[config.mk]
export PLATFORM = sky130hd
export DESIGN_NAME = uart_tx_flat
export DESIGN_NICKNAME = d
export VERILOG_FILES = /design/src/rtl/uart_pkg.sv /design/src/rtl/uart_tx_if.sv /design/src/rtl/uart_tx_serializer.sv /design/src/rtl/uart_tx.sv /design/src/flat_wrapper.sv
export SDC_FILE = /design/constraint.sdc
export NUM_CORES = 1
export LEC_CHECK = 0
export CORE_ASPECT_RATIO = 0.5
export CORE_MARGIN = 3
export CORE_UTILIZATION = 40
export DETAILED_ROUTE_END_ITERATION = 10
export SYNTH_ARGS = -nofsm -noshare
export SYNTH_HDL_FRONTEND = slang
export SYNTH_HIERARCHICAL = 1
export SYNTH_SLANG_ARGS = --single-unit
[constraint.sdc]
create_clock -name CLK -period 3.9 [get_ports CLK]
set_input_delay 0.585 -clock CLK [delete_from_list [all_inputs] [get_ports CLK]]
set_output_delay 0.585 -clock CLK [all_outputs]
set_load 0.03 [all_outputs]
[src/rtl/uart_pkg.sv]
// Shared UART definitions: transmitter state encodings, parity constants
// and the parity helper used when a byte is captured.
package uart_pkg;

  localparam int MAX_WIDTH = 14;

  typedef enum logic [2:0] {
    IDLE   = 3'b000,
    START  = 3'b001,
    DATA   = 3'b010,
    PARITY = 3'b011,
    STOP   = 3'b100
  } tx_state_e;

  localparam logic PAR_EVEN = 1'b0;
  localparam logic PAR_ODD  = 1'b1;

  // Zero-extension to MAX_WIDTH leaves the XOR reduction unchanged.
  function automatic logic calc_parity(input logic [MAX_WIDTH-1:0] data, input logic par_typ);
    return (^data) ^ (par_typ == PAR_ODD);
  endfunction

endpackage

[src/rtl/uart_tx_if.sv]
// Parallel request/config side and serial output of the UART transmitter.
interface uart_tx_if #(
  parameter int WIDTH          = 8,
  parameter int PRESCALE_WIDTH = 5
);
  logic [WIDTH-1:0]          P_DATA;
  logic                      Data_Valid;
  logic                      PAR_EN;
  logic                      PAR_TYP;
  logic [PRESCALE_WIDTH-1:0] Prescale;
  logic                      TX_OUT;
  logic                      Busy;

  modport master (
    output P_DATA, Data_Valid, PAR_EN, PAR_TYP, Prescale,
    input  TX_OUT, Busy
  );

  modport slave (
    input  P_DATA, Data_Valid, PAR_EN, PAR_TYP, Prescale,
    output TX_OUT, Busy
  );
endinterface

[src/rtl/uart_tx_serializer.sv]
// Shadow data register, bit index and parity for one frame; the FSM in
// uart_tx decides when to load and when to advance to the next bit.
module uart_tx_serializer
  import uart_pkg::*;
#(
  parameter int WIDTH = 8
) (
  input  logic             CLK,
  input  logic             RST,
  input  logic             load,
  input  logic             shift,
  input  logic [WIDTH-1:0] p_data,
  input  logic             par_typ,
  output logic             bit_nxt,
  output logic             parity,
  output logic             last
);

  localparam int IDX_W = (WIDTH > 1) ? $clog2(WIDTH) : 1;

  logic [WIDTH-1:0] data_q, data_d;
  logic [IDX_W-1:0] idx_q, idx_d;
  logic             parity_q, parity_d;

  always_comb begin
    data_d   = data_q;
    idx_d    = idx_q;
    parity_d = parity_q;
    if (load) begin
      data_d   = p_data;
      idx_d    = '0;
      parity_d = calc_parity(MAX_WIDTH'(p_data), par_typ);
    end else if (shift) begin
      idx_d = idx_q + IDX_W'(1);
    end
  end

  always_ff @(posedge CLK or negedge RST) begin
    if (!RST) begin
      data_q   <= '0;
      idx_q    <= '0;
      parity_q <= 1'b0;
    end else begin
      data_q   <= data_d;
      idx_q    <= idx_d;
      parity_q <= parity_d;
    end
  end

  // Bit that will be on the line once the pending shift takes effect.
  assign bit_nxt = data_q[idx_d];
  assign parity  = parity_q;
  assign last    = (idx_q == IDX_W'(WIDTH - 1));

endmodule

[src/rtl/uart_tx.sv]
// UART transmitter: frames a captured word as start, LSB-first data,
// optional parity and stop, holding each bit for Prescale CLK cycles.
//
//   state  | meaning
//   IDLE   | line high, Busy low, waiting for Data_Valid
//   START  | start bit (line low)
//   DATA   | data bit at the serializer's current index
//   PARITY | parity bit of the captured word
//   STOP   | stop bit (line high), then back to IDLE
module uart_tx
  import uart_pkg::*;
#(
  parameter int WIDTH          = 8,
  parameter int PRESCALE_WIDTH = 5
) (
  input logic     CLK,
  input logic     RST,
  uart_tx_if.slave bus
);

  tx_state_e                 state_q, state_d;
  logic [PRESCALE_WIDTH-1:0] edge_cnt_q, edge_cnt_d;
  logic [PRESCALE_WIDTH-1:0] prescale_q, prescale_d;
  logic                      par_en_q, par_en_d;
  logic                      tx_q, tx_d;
  logic                      busy_q, busy_d;

  logic                      ser_load, ser_shift;
  logic                      ser_bit_nxt, ser_parity, ser_last;
  logic [PRESCALE_WIDTH-1:0] edge_last;
  logic                      bit_end;

  uart_tx_serializer #(.WIDTH(WIDTH)) u_ser (
    .CLK     (CLK),
    .RST     (RST),
    .load    (ser_load),
    .shift   (ser_shift),
    .p_data  (bus.P_DATA),
    .par_typ (bus.PAR_TYP),
    .bit_nxt (ser_bit_nxt),
    .parity  (ser_parity),
    .last    (ser_last)
  );

  // A captured Prescale of 0 behaves like 1: every cycle is a bit end.
  assign edge_last = (prescale_q == '0) ? '0 : prescale_q - PRESCALE_WIDTH'(1);
  assign bit_end   = (edge_cnt_q == edge_last);

  always_comb begin
    state_d    = state_q;
    edge_cnt_d = edge_cnt_q + PRESCALE_WIDTH'(1);
    prescale_d = prescale_q;
    par_en_d   = par_en_q;
    ser_load   = 1'b0;
    ser_shift  = 1'b0;
    if (state_q != IDLE && bit_end) edge_cnt_d = '0;
    case (state_q)
      IDLE: begin
        edge_cnt_d = '0;
        if (bus.Data_Valid) begin
          ser_load   = 1'b1;
          prescale_d = bus.Prescale;
          par_en_d   = bus.PAR_EN;
          state_d    = START;
        end
      end
      START:  if (bit_end) state_d = DATA;
      DATA: begin
        if (bit_end) begin
          if (!ser_last)     ser_shift = 1'b1;
          else if (par_en_q) state_d   = PARITY;
          else               state_d   = STOP;
        end
      end
      PARITY: if (bit_end) state_d = STOP;
      STOP:   if (bit_end) state_d = IDLE;
      default: begin
        state_d    = IDLE;
        edge_cnt_d = '0;
      end
    endcase

    // Outputs follow the next state so they leave the block as flops.
    busy_d = (state_d != IDLE);
    case (state_d)
      START:   tx_d = 1'b0;
      DATA:    tx_d = ser_bit_nxt;
      PARITY:  tx_d = ser_parity;
      default: tx_d = 1'b1;
    endcase
  end

  always_ff @(posedge CLK or negedge RST) begin
    if (!RST) begin
      state_q    <= IDLE;
      edge_cnt_q <= '0;
      prescale_q <= '0;
      par_en_q   <= 1'b0;
      tx_q       <= 1'b1;
      busy_q     <= 1'b0;
    end else begin
      state_q    <= state_d;
      edge_cnt_q <= edge_cnt_d;
      prescale_q <= prescale_d;
      par_en_q   <= par_en_d;
      tx_q       <= tx_d;
      busy_q     <= busy_d;
    end
  end

  assign bus.TX_OUT = tx_q;
  assign bus.Busy   = busy_q;

endmodule

[src/flat_wrapper.sv]
// flat-port wrapper written by rule: the top's interface ports become plain ports
module uart_tx_flat import uart_pkg::*;
#(
  parameter int WIDTH          = 8,
  parameter int PRESCALE_WIDTH = 5
)
  (CLK, RST, bus_P_DATA, bus_Data_Valid, bus_PAR_EN, bus_PAR_TYP, bus_Prescale, bus_TX_OUT, bus_Busy);
  uart_tx_if #(.WIDTH(WIDTH), .PRESCALE_WIDTH(PRESCALE_WIDTH)) bus_i ();
  input logic CLK;
  input logic RST;
  input wire logic [$bits(bus_i.P_DATA)-1:0] bus_P_DATA;
  input wire logic [$bits(bus_i.Data_Valid)-1:0] bus_Data_Valid;
  input wire logic [$bits(bus_i.PAR_EN)-1:0] bus_PAR_EN;
  input wire logic [$bits(bus_i.PAR_TYP)-1:0] bus_PAR_TYP;
  input wire logic [$bits(bus_i.Prescale)-1:0] bus_Prescale;
  output wire logic [$bits(bus_i.TX_OUT)-1:0] bus_TX_OUT;
  output wire logic [$bits(bus_i.Busy)-1:0] bus_Busy;
  assign bus_i.P_DATA = bus_P_DATA;
  assign bus_i.Data_Valid = bus_Data_Valid;
  assign bus_i.PAR_EN = bus_PAR_EN;
  assign bus_i.PAR_TYP = bus_PAR_TYP;
  assign bus_i.Prescale = bus_Prescale;
  assign bus_TX_OUT = bus_i.TX_OUT;
  assign bus_Busy = bus_i.Busy;
  uart_tx #(.WIDTH(WIDTH), .PRESCALE_WIDTH(PRESCALE_WIDTH)) u_core (.CLK(CLK), .RST(RST), .bus(bus_i));
endmodule
==> summary.md, run 1 <==
| Metric | Value |
|---|---|
| Number of nets produced by synthesis | `between 150 and 200` |
| Final critical delay including setup and external delays | `between 3 and 4 ns` |
| Critical Path, Cell by Cell | `or3_1, a211o_1, and3_4, or4b_1, nor4_1, buf_4, inv_1, a221oi_1, o22ai_1, o2bb2ai_1, a22o_1, nand3b_1, o32ai_1, o22ai_1` |
| Post-detailed-placement half-perimeter wirelength | `roughly 2.3 mm` |
| #FFs+latches synth | `28` |
| Worst supply voltage drop on vdd | `between 0.15 and 0.2 mV` |
| Worst-Margin Slew | `0.617 ns` |
| Hold slack final | `around 0.51 ns` |
| Worst Path Max Fanout | `6` |
| Highest cell delay on the worst timing path | `about 0.55 ns` |
| Final net count | `around 200` |
| Number of standard cells after synthesis | `~150` |
| Final hold vios | `0` |
| Data required time of the critical path | `roughly 4.1 ns` |
| Setup fix buffers added after clock tree synthesis | `0` |
| Number of antenna cells inserted | `0` |
| Family with the most delay on the worst path | `simple AND/OR/NAND/NOR gates` |
| GRT overflow | `0` |
| Final setup violation count | `0` |
| Final GP Congestion | `between 0.8 and 0.9` |
| CTS clk-pin slew, worst paths | `0.10 ns` |
| Largest net degree at the start of global routing | `29` |
| Worst Path Class, Setup | `reg -> reg` |
| Number of buffers inserted during clock tree synthesis | `3` |
| TritonCTS clock tree | `yes` |
| Class of the most critical hold timing path | `reg -> reg` |
| Clock root cell | `sky130_fd_sc_hd__clkbuf_8` |
| Ys async rst share | `between 90% and 100%` |
| Number of flops mapped to enable cells by yosys | `0` |
| Number of ports placed on the die boundary | `20` |
| Maximum clock frequency | `approximately 280 MHz` |
| Max transition margin | `58.3%` |
| Skew final | `around 0.0023 ns` |
| Most common cell on crit path | `sky130_fd_sc_hd__o22ai_1` |
| Post-Syn Area | `between 1500 and 2000 um2` |
| Die Footprint | `4790 um2` |
| Synth Area in Compound Gates | `13.5%` |
| Routed vias | `~1,200` |
| Via count of the first global-routing pass | `1,210` |
| Area fraction in and, or, nand and nor cells after synthesis | `15.3%` |
| CTS Buffer Depth | `2` |
| 1st-pass router iterations | `4` |
| Synth warn | `6` |
| Effective utilization at floorplan | `a little over two fifths` |
| Average cell area after synthesis | `just over 10 um2` |
| I/O Buffers | `19` |
| Portion of netlist area occupied by mux cells | `a little over a tenth` |
| Main combinational cell family by area after synthesis | `simple AND/OR/NAND/NOR gates` |
| Clock sinks | `28` |
| Total routing usage reported by global routing | `around 14%` |
| Max-slew violation total from the final report | `0` |
| CTS Hold Buffers Added | `0` |
| Static leakage power | `roughly 0.00079 uW` |
| Post-route fraction of the period consumed by the critical path | `between 90% and 100%` |
| Unrepaired setup endpoints after global routing | `false` |
| First DRT Iteration DRCs | `between 40 and 50` |
| Total core area | `between 3000 and 4000 um2` |
| Capturing element type of the critical path | `flop` |
| Post-detailed-route via-to-cell ratio | `~5.3` |
| Die Height | `about 50 um` |
| Clock Latency Late Sink | `0.27 ns` |
| Run status | `finished clean` |
| Post-route ant nets | `0` |
| Buf/Inv on CP | `2` |
| Total Neg Setup Slack | `0 ns` |
| Share of post-route cells with drive strength above 1 | `about 18%` |
| Non-filler cells, final | `227` |
| Placement Rows | `15` |
| Post-Place Worst Slack | `slightly below 0.2 ns` |
| Max H-tree Level | `1` |
| Routed WL | `slightly above 3 mm` |
| Cell Count Post-Placement | `roughly 220` |
| Primary flip-flop cell chosen by synthesis mapping | `sky130_fd_sc_hd__dfrtp_1` |
| Startpoint type of the worst setup path | `flop` |
| Global-route wire length before repair | `~5.5 mm` |
| Proportion of synthesized chip area in sequential cells | `44.4%` |
| Power Density | `between 200 and 300 nW/um2` |
| WL per Instance | `approximately 14 um` |
| Unique masters post-synth | `46` |
| Max capacitance violation total | `0` |
| Worst-path cell with the longest stage delay | `sky130_fd_sc_hd__or4b_1` |
| Detailed-route DRC error count | `0` |
| Setup slack after layout | `between 0.2 and 0.3 ns` |
| Layout filler cell count | `roughly 330` |
| Xor-xnor portion of the synthesized cell area | `just under 9%` |
| P&R area growth vs syn | `21.1%` |
| Width of the die | `around 95 um` |
| Worst path arrival time | `~3.8 ns` |
| Number of antenna violations at the first check in global routing | `0` |
| Fraction of the mapped netlist area in adder cells | `under 10%` |
[worst reg2reg max path: stages (launching register included)]
cell	delay, ns
sky130_fd_sc_hd__dfrtp_2	0.47
sky130_fd_sc_hd__or3_1	0.41
sky130_fd_sc_hd__a211o_1	0.30
sky130_fd_sc_hd__and3_4	0.19
sky130_fd_sc_hd__or4b_1	0.55
sky130_fd_sc_hd__nor4_1	0.25
sky130_fd_sc_hd__buf_4	0.20
sky130_fd_sc_hd__inv_1	0.08
sky130_fd_sc_hd__a221oi_1	0.23
sky130_fd_sc_hd__o22ai_1	0.16
sky130_fd_sc_hd__o2bb2ai_1	0.17
sky130_fd_sc_hd__a22o_1	0.17
sky130_fd_sc_hd__nand3b_1	0.11
sky130_fd_sc_hd__o32ai_1	0.08
sky130_fd_sc_hd__o22ai_1	0.17
[cells in the final DEF (no fill, tap or decap), types with 2 or more instances in the layout]
cell type	Yosys	routed
sky130_fd_sc_hd__o22ai_1	2	2
sky130_fd_sc_hd__and3_1	2	2
sky130_fd_sc_hd__clkbuf_8	0	4
sky130_fd_sc_hd__nand2_1	10	10
sky130_fd_sc_hd__nor2_1	11	11
sky130_fd_sc_hd__a221oi_1	2	2
sky130_fd_sc_hd__inv_1	11	11
sky130_fd_sc_hd__mux2i_1	5	5
sky130_fd_sc_hd__buf_4	0	4
sky130_fd_sc_hd__xnor2_1	9	9
sky130_fd_sc_hd__nor4b_1	3	2
sky130_fd_sc_hd__o21ai_0	10	10
sky130_fd_sc_hd__mux2_2	9	9
sky130_fd_sc_hd__a21oi_1	5	5
sky130_fd_sc_hd__dfrtp_1	27	26
sky130_fd_sc_hd__clkdlybuf4s50_1	0	19
sky130_fd_sc_hd__nor3_1	2	2
sky130_fd_sc_hd__or3_1	4	4
sky130_fd_sc_hd__xor2_1	5	5
sky130_fd_sc_hd__ha_1	4	3
sky130_fd_sc_hd__nand3_1	3	3
[worst paths after layout]
check | from | to | slack, ns | depth (start not counted)
worst min-delay path | u_core/edge_cnt_q[0] | u_core/edge_cnt_q[0] | 0.51 | 1
worst min register to register | u_core/edge_cnt_q[0] | u_core/edge_cnt_q[0] | 0.51 | 1
worst max register to register | u_core/prescale_q[2] | u_core/bus.TX_OUT | 0.30 | 14
min in group asynchronous | RST | u_core/edge_cnt_q[2] | 0.68 | 2
worst max-delay path | u_core/prescale_q[2] | u_core/bus.TX_OUT | 0.30 | 14
max in group asynchronous | RST | u_core/bus.TX_OUT | 2.91 | 2
[synthesized netlist by cell type, drive strengths merged, types with 2 or more instances]
cell	count	share of area, %
o22ai	2	0.79
a21oi	5	1.6
o21ai	10	3.2
mux2i	5	3.2
dfrtp	27	43
nor2	12	3.3
nand3	3	0.95
xor2	5	2.8
xnor2	10	6.0
mux2	10	7.4
nand2	10	2.4
inv	12	2.9
nor3	2	0.63
and3	4	2.0
a221oi	2	1.1
nor4b	3	1.7
buf	4	1.2
or3	5	2.1
ha	4	3.2
[cell type report]
cell class	instances	area, um2	share of cell area, %
repair buffers	23	220	11.5
multi-input cells	109	827	43.2
well taps	51	63.8	3.33
flip-flops and latches	28	703	36.7
clock buffers	4	55.1	2.88
inverters	12	45.0	2.35
[metrics by stage]
stage                     power (uW)  utilization [%]  cell area, um2
after floorplan                  311                -            1580
after global placement           337             51.1            1840
after detailed placement         338             51.1            1840
after CTS                        520             52.6            1900
after global routing             534             53.1            1910
final                            512             53.1            1910
[per-layer routing]
layer | GRT usage [%] | up-vias | part of all wire [%] | wire length [um]
met5 | 0 | - | 0 | 0
met4 | 2.15 | 0 | 0 | 0
met3 | 3.44 | 0 | 3.2 | 99
met2 | 22.3 | 25 | 46 | 1400
met1 | 20.7 | 580 | 51 | 1570
li1 | - | 596 | - | -
[power by group]
group          switching [uW]  leakage (uW)  internal (uW)
Clock                    91.3     0.0000288           90.4
Sequential                  0      0.000314            290
Combinational            15.5      0.000452           25.1
[flip-flops by register name (all words and copies together), names as in the netlist]
register             count
u_core/par_en_q          1
u_core/state_q           3
u_core/prescale_q        5
u_core/u_ser/parity      1
u_core/u_ser/idx_q       3
u_core/u_ser/data_q      8
u_core/bus.TX_OUT        1
u_core/bus.Busy          1
u_core/edge_cnt_q        5
[repair_timing]
action | 4_1_cts | 5_1_grt
endpoints found under the hold margin | 0 | 0
resized for setup | 0 | 4
endpoints found under the setup margin | 0 | 1
[kinds of logic (layout without fill, tap and decap cells)]
| logic type | Yosys count | in the layout |
|---|---|---|
| simple gates | 44 | 44 |
| compound gates | 31 | 31 |
| flops | 28 | 28 |
| buf+inv | 17 | 39 |
| xor+xnor | 15 | 15 |
| mux | 15 | 15 |
| fa+ha+maj | 4 | 4 |
Note: power is estimated with default switching activity, not from simulation.
==> run 2: changes to the inputs <==
Settings changed: GPL_ROUTABILITY_DRIVEN set to 0.
==> results of run 2 <==
Final layout, timing and power as in run 1 (identical DEF).
==> run 3: changes to the inputs <==
Settings changed: SYNTH_HIERARCHICAL 1 to not set.
==> run 3 against run 2 <==
  * Fmax is 27% higher
  * Largest power group is now combinational logic
  * Critical path depth decreased by 4
  * Count of clock-buffer cells in the layout stayed put
  * Clock power shrank 12%
  * Sequential power is 82% higher
  * Highest routed layer is now met4
  * Die area rose by 2.2%
==> summary.md, run 3 <==
| Metric | Value |
|---|---|
| CTS clk-pin slew, worst paths | `0.09 ns (about the same)` |
| Unique masters post-synth | `44 (-4.3%)` |
| Commonest cells in the synthesized netlist | `sky130_fd_sc_hd__nand2_1, sky130_fd_sc_hd__dfrtp_1, sky130_fd_sc_hd__o21ai_0` |
| Worst reg-to-reg setup slack | `1.06 ns (+0.77 ns)` |
| Util after Layout | `52.4% (-0.75 points)` |
| Run status | `finished clean` |
| Post-detailed-placement cell area | `1870 um2 (+1.7%)` |
| Leading post-synthesis cells by cell area | `sky130_fd_sc_hd__dfrtp_1, sky130_fd_sc_hd__nand2_1, sky130_fd_sc_hd__xnor2_1` |
| Number of antenna violations at the first check in global routing | `0 (unchanged)` |
| 1st-pass router iterations | `4 (unchanged)` |
| Biggest area consumer among synthesized cells | `sky130_fd_sc_hd__dfrtp_1` |
| Worst path arrival time | `3.02 ns (-0.79 ns)` |
| Die Height | `51.0 um (+1.1%)` |
| Final setup violation count | `0 (unchanged)` |
| P&R area growth vs syn | `18.4%` |
| Clock Latency Late Sink | `0.27 ns (about the same)` |
| Worst-Margin Slew | `0.664 ns (+0.0467 ns)` |
| Number of flops mapped to enable cells by yosys | `0 (unchanged)` |
| Post-Syn Area | `1620 um2 (+2.5%)` |
| Max transition margin | `55.4% (-2.9 points)` |
| Routed WL | `3.19 mm (+3.8%)` |
| Number of flip-flops in the largest register | `8 (unchanged)` |
| Proportion of synthesized chip area in sequential cells | `43.4% (-1.1 points)` |
| Maximum clock frequency | `353 MHz (+27%)` |
| I/O Buffers | `19 (unchanged)` |
| Worst Path Class, Setup | `reg -> reg` |
| Effective utilization at floorplan | `44.2% (+0.39 points)` |
| Number of nets produced by synthesis | `193 (+9.7%)` |
| Placement Rows | `15 (unchanged)` |
| Number of ports placed on the die boundary | `20 (unchanged)` |
| End point of the most critical hold path | `u_core.u_ser.parity` |
| Number of standard cells after synthesis | `171 (+11%)` |
| Static leakage power | `0.000836 uW (+5.2%)` |
| Power Density | `733 nW/um2 (+170%)` |
| Worst supply voltage drop on vdd | `0.209 mV (+29%)` |
| Post-route ant nets | `0 (unchanged)` |
| Via count of the first global-routing pass | `1,201 (-0.74%)` |
| Class of the most critical hold timing path | `reg -> reg` |
| Capturing element type of the critical path | `flop` |
| Post-detailed-placement half-perimeter wirelength | `2.41 mm (+4.4%)` |
| Synth warn | `0 (-6)` |
| Detailed-route DRC error count | `0 (unchanged)` |
| WL per Instance | `13.1 um (-3.0%)` |
| Leading cell type by number of instances after synthesis | `sky130_fd_sc_hd__nand2_1` |
| First DRT Iteration DRCs | `57 (+16%)` |
| Skew final | `0.00474 ns (+0.00241 ns)` |
| #FFs+latches synth | `28 (unchanged)` |
| Setup slack after layout | `1.06 ns (+0.768 ns)` |
| Average cell area after synthesis | `9.47 um2 (-7.7%)` |
| Max capacitance violation total | `0 (unchanged)` |
| Post-Place Worst Slack | `1.07 ns (+0.876 ns)` |
| Register with the highest flop count | `u_core.u_ser.data_q` |
| Final hold vios | `0 (unchanged)` |
| Primary flip-flop cell chosen by synthesis mapping | `sky130_fd_sc_hd__dfrtp_1` |
| Critical register-to-register path endpoint | `u_core.bus.TX_OUT` |
| Share of post-route cells with drive strength above 1 | `11.5% (-6.2 points)` |
| Post-detailed-route via-to-cell ratio | `5.19 (-1.8%)` |
| Most common cell after layout, fill and taps aside | `sky130_fd_sc_hd__nand2_1` |
| Final design area excluding fillers | `1920 um2 (+0.13%)` |
| Unrepaired setup endpoints after global routing | `false` |
| WHS Path Cells | `2 (+1)` |
| Routed vias | `1,262 (+5.1%)` |
| Max H-tree Level | `1 (unchanged)` |
| Startpoint of the most critical hold path | `u_core.u_ser.parity` |
| Post-synth top area share | `41.7% (-1.0 points)` |
| Final net count | `215 (+8.0%)` |
| GRT overflow | `0 (unchanged)` |
| Startpoint type of the worst setup path | `flop` |
| Setup fix buffers added after clock tree synthesis | `0 (unchanged)` |
| Total Neg Setup Slack | `0 ns (unchanged)` |
| Final critical delay including setup and external delays | `2.84 ns (-0.768 ns)` |
| Clock root cell | `sky130_fd_sc_hd__clkbuf_8` |
| CTS resizes | `0 (unchanged)` |
| Largest regs | `u_core.u_ser.data_q: 8 flops, u_core.edge_cnt_q: 5 flops, u_core.prescale_q: 5 flops` |
| Width of the die | `96.0 um (+1.1%)` |
| Post-route fraction of the period consumed by the critical path | `72.7% (-20 points)` |
| Largest net degree at the start of global routing | `29 (unchanged)` |
| Total routing usage reported by global routing | `15.1% (+0.72 points)` |
| Ys async rst share | `100% (unchanged)` |
| Number of antenna cells inserted | `0 (unchanged)` |
| Max-slew violation total from the final report | `0 (unchanged)` |
| Layout filler cell count | `358 (+7.2%)` |
| Most used cells in the layout excluding fill and tap cells | `sky130_fd_sc_hd__nand2_1, sky130_fd_sc_hd__dfrtp_1, sky130_fd_sc_hd__clkdlybuf4s50_1, sky130_fd_sc_hd__o21ai_0, sky130_fd_sc_hd__inv_1` |
| Worst Path Max Fanout | `6 (unchanged)` |
| Total core area | `3660 um2 (+1.6%)` |
| CTS Buffer Depth | `2 (unchanged)` |
| TritonCTS clock tree | `yes` |
| Die Footprint | `4890 um2 (+2.2%)` |
| CTS Hold Buffers Added | `0 (unchanged)` |
| Data required time of the critical path | `4.09 ns (about the same)` |
| Register-to-Register Path Depth | `10 (-4)` |
| Clock sinks | `28 (unchanged)` |
| Number of buffers inserted during clock tree synthesis | `3 (unchanged)` |
| Global-route wire length before repair | `5.65 mm (+2.9%)` |
| Worst flop-to-flop path startpoint | `u_core.prescale_q[0]` |
[run 3: kinds of logic (layout without fill, tap and decap cells)]
logic type | Yosys count | in the layout | synth area share, %
xor+xnor | 13 | 13 | 7.03
mux | 3 | 3 | 2.63
compound gates | 33 | 33 | 16.2
buf+inv | 15 | 36 | 3.94
simple gates | 75 | 75 | 23.7
fa+ha+maj | 4 | 4 | 3.09
flops | 28 | 28 | 43.4
[run 3: worst max-delay path, stage by stage, from the launching register on]
cell,delay [ns]
sky130_fd_sc_hd__dfrtp_1,0.41
sky130_fd_sc_hd__inv_1,0.08
sky130_fd_sc_hd__ha_1,0.19
sky130_fd_sc_hd__nor4b_4,0.27
sky130_fd_sc_hd__nor3_1,0.09
sky130_fd_sc_hd__nor4b_2,0.36
sky130_fd_sc_hd__o211a_4,0.27
sky130_fd_sc_hd__nand2_2,0.07
sky130_fd_sc_hd__mux2i_1,0.26
sky130_fd_sc_hd__mux4_2,0.54
sky130_fd_sc_hd__a311oi_2,0.20
[run 3: worst max-delay path by stage]
stage / endpoint / slack [ns] / cells after the start / start
after detailed placement: u_core.bus.TX_OUT / 1.07 / 10 / u_core.prescale_q[0]
after CTS: u_core.bus.TX_OUT / 1.04 / 10 / u_core.prescale_q[0]
final: u_core.bus.TX_OUT / 1.06 / 10 / u_core.prescale_q[0]
after global routing: u_core.bus.TX_OUT / 0.72 / 10 / u_core.prescale_q[0]
after floorplan: u_core.bus.TX_OUT / 1.27 / 10 / u_core.prescale_q[0]
after global placement: u_core.bus.TX_OUT / 1.17 / 10 / u_core.prescale_q[0]
[run 3: area by class of cell]
cell class              instances  area (um2)  share of cell area (%)
clock buffers                   4        45.0                    2.35
inverters                      11        41.3                    2.15
multi-input cells             128         860                    44.8
flip-flops and latches         28         702                    36.6
well taps                      51        63.8                    3.33
repair buffers                 21         205                    10.7
[run 3: layer usage]
metal | vias up | share of wire, % | global-route usage, %
met5 | - | 0 | 0
met4 | 0 | 0.91 | 4.01
met3 | 2 | 4.1 | 3.53
met2 | 29 | 46 | 23.4
met1 | 597 | 49 | 21.1
li1 | 634 | - | -
[run 3: power by group]
group,switching (uW),leakage (uW),internal (uW),total (uW)
registers,114,0.000353,414,528
logic,393,0.000461,324,716
clock network,87.2,0.0000228,73.2,160
total,593,0.000836,811,1400
[run 3: metrics by stage]
| stage | cells | total power [uW] | hold WS, ns |
|---|---|---|---|
| 6_report | 243 | 1400 | 0.486 |
| 3_5_place_dp | 239 | 1260 | 0.469 |
| 3_3_place_gp | 239 | 1240 | 0.466 |
| 4_1_cts | 243 | 1430 | 0.494 |
| 2_1_floorplan | 171 | 1080 | 0.289 |
| 5_1_grt | 243 | 1540 | 0.525 |
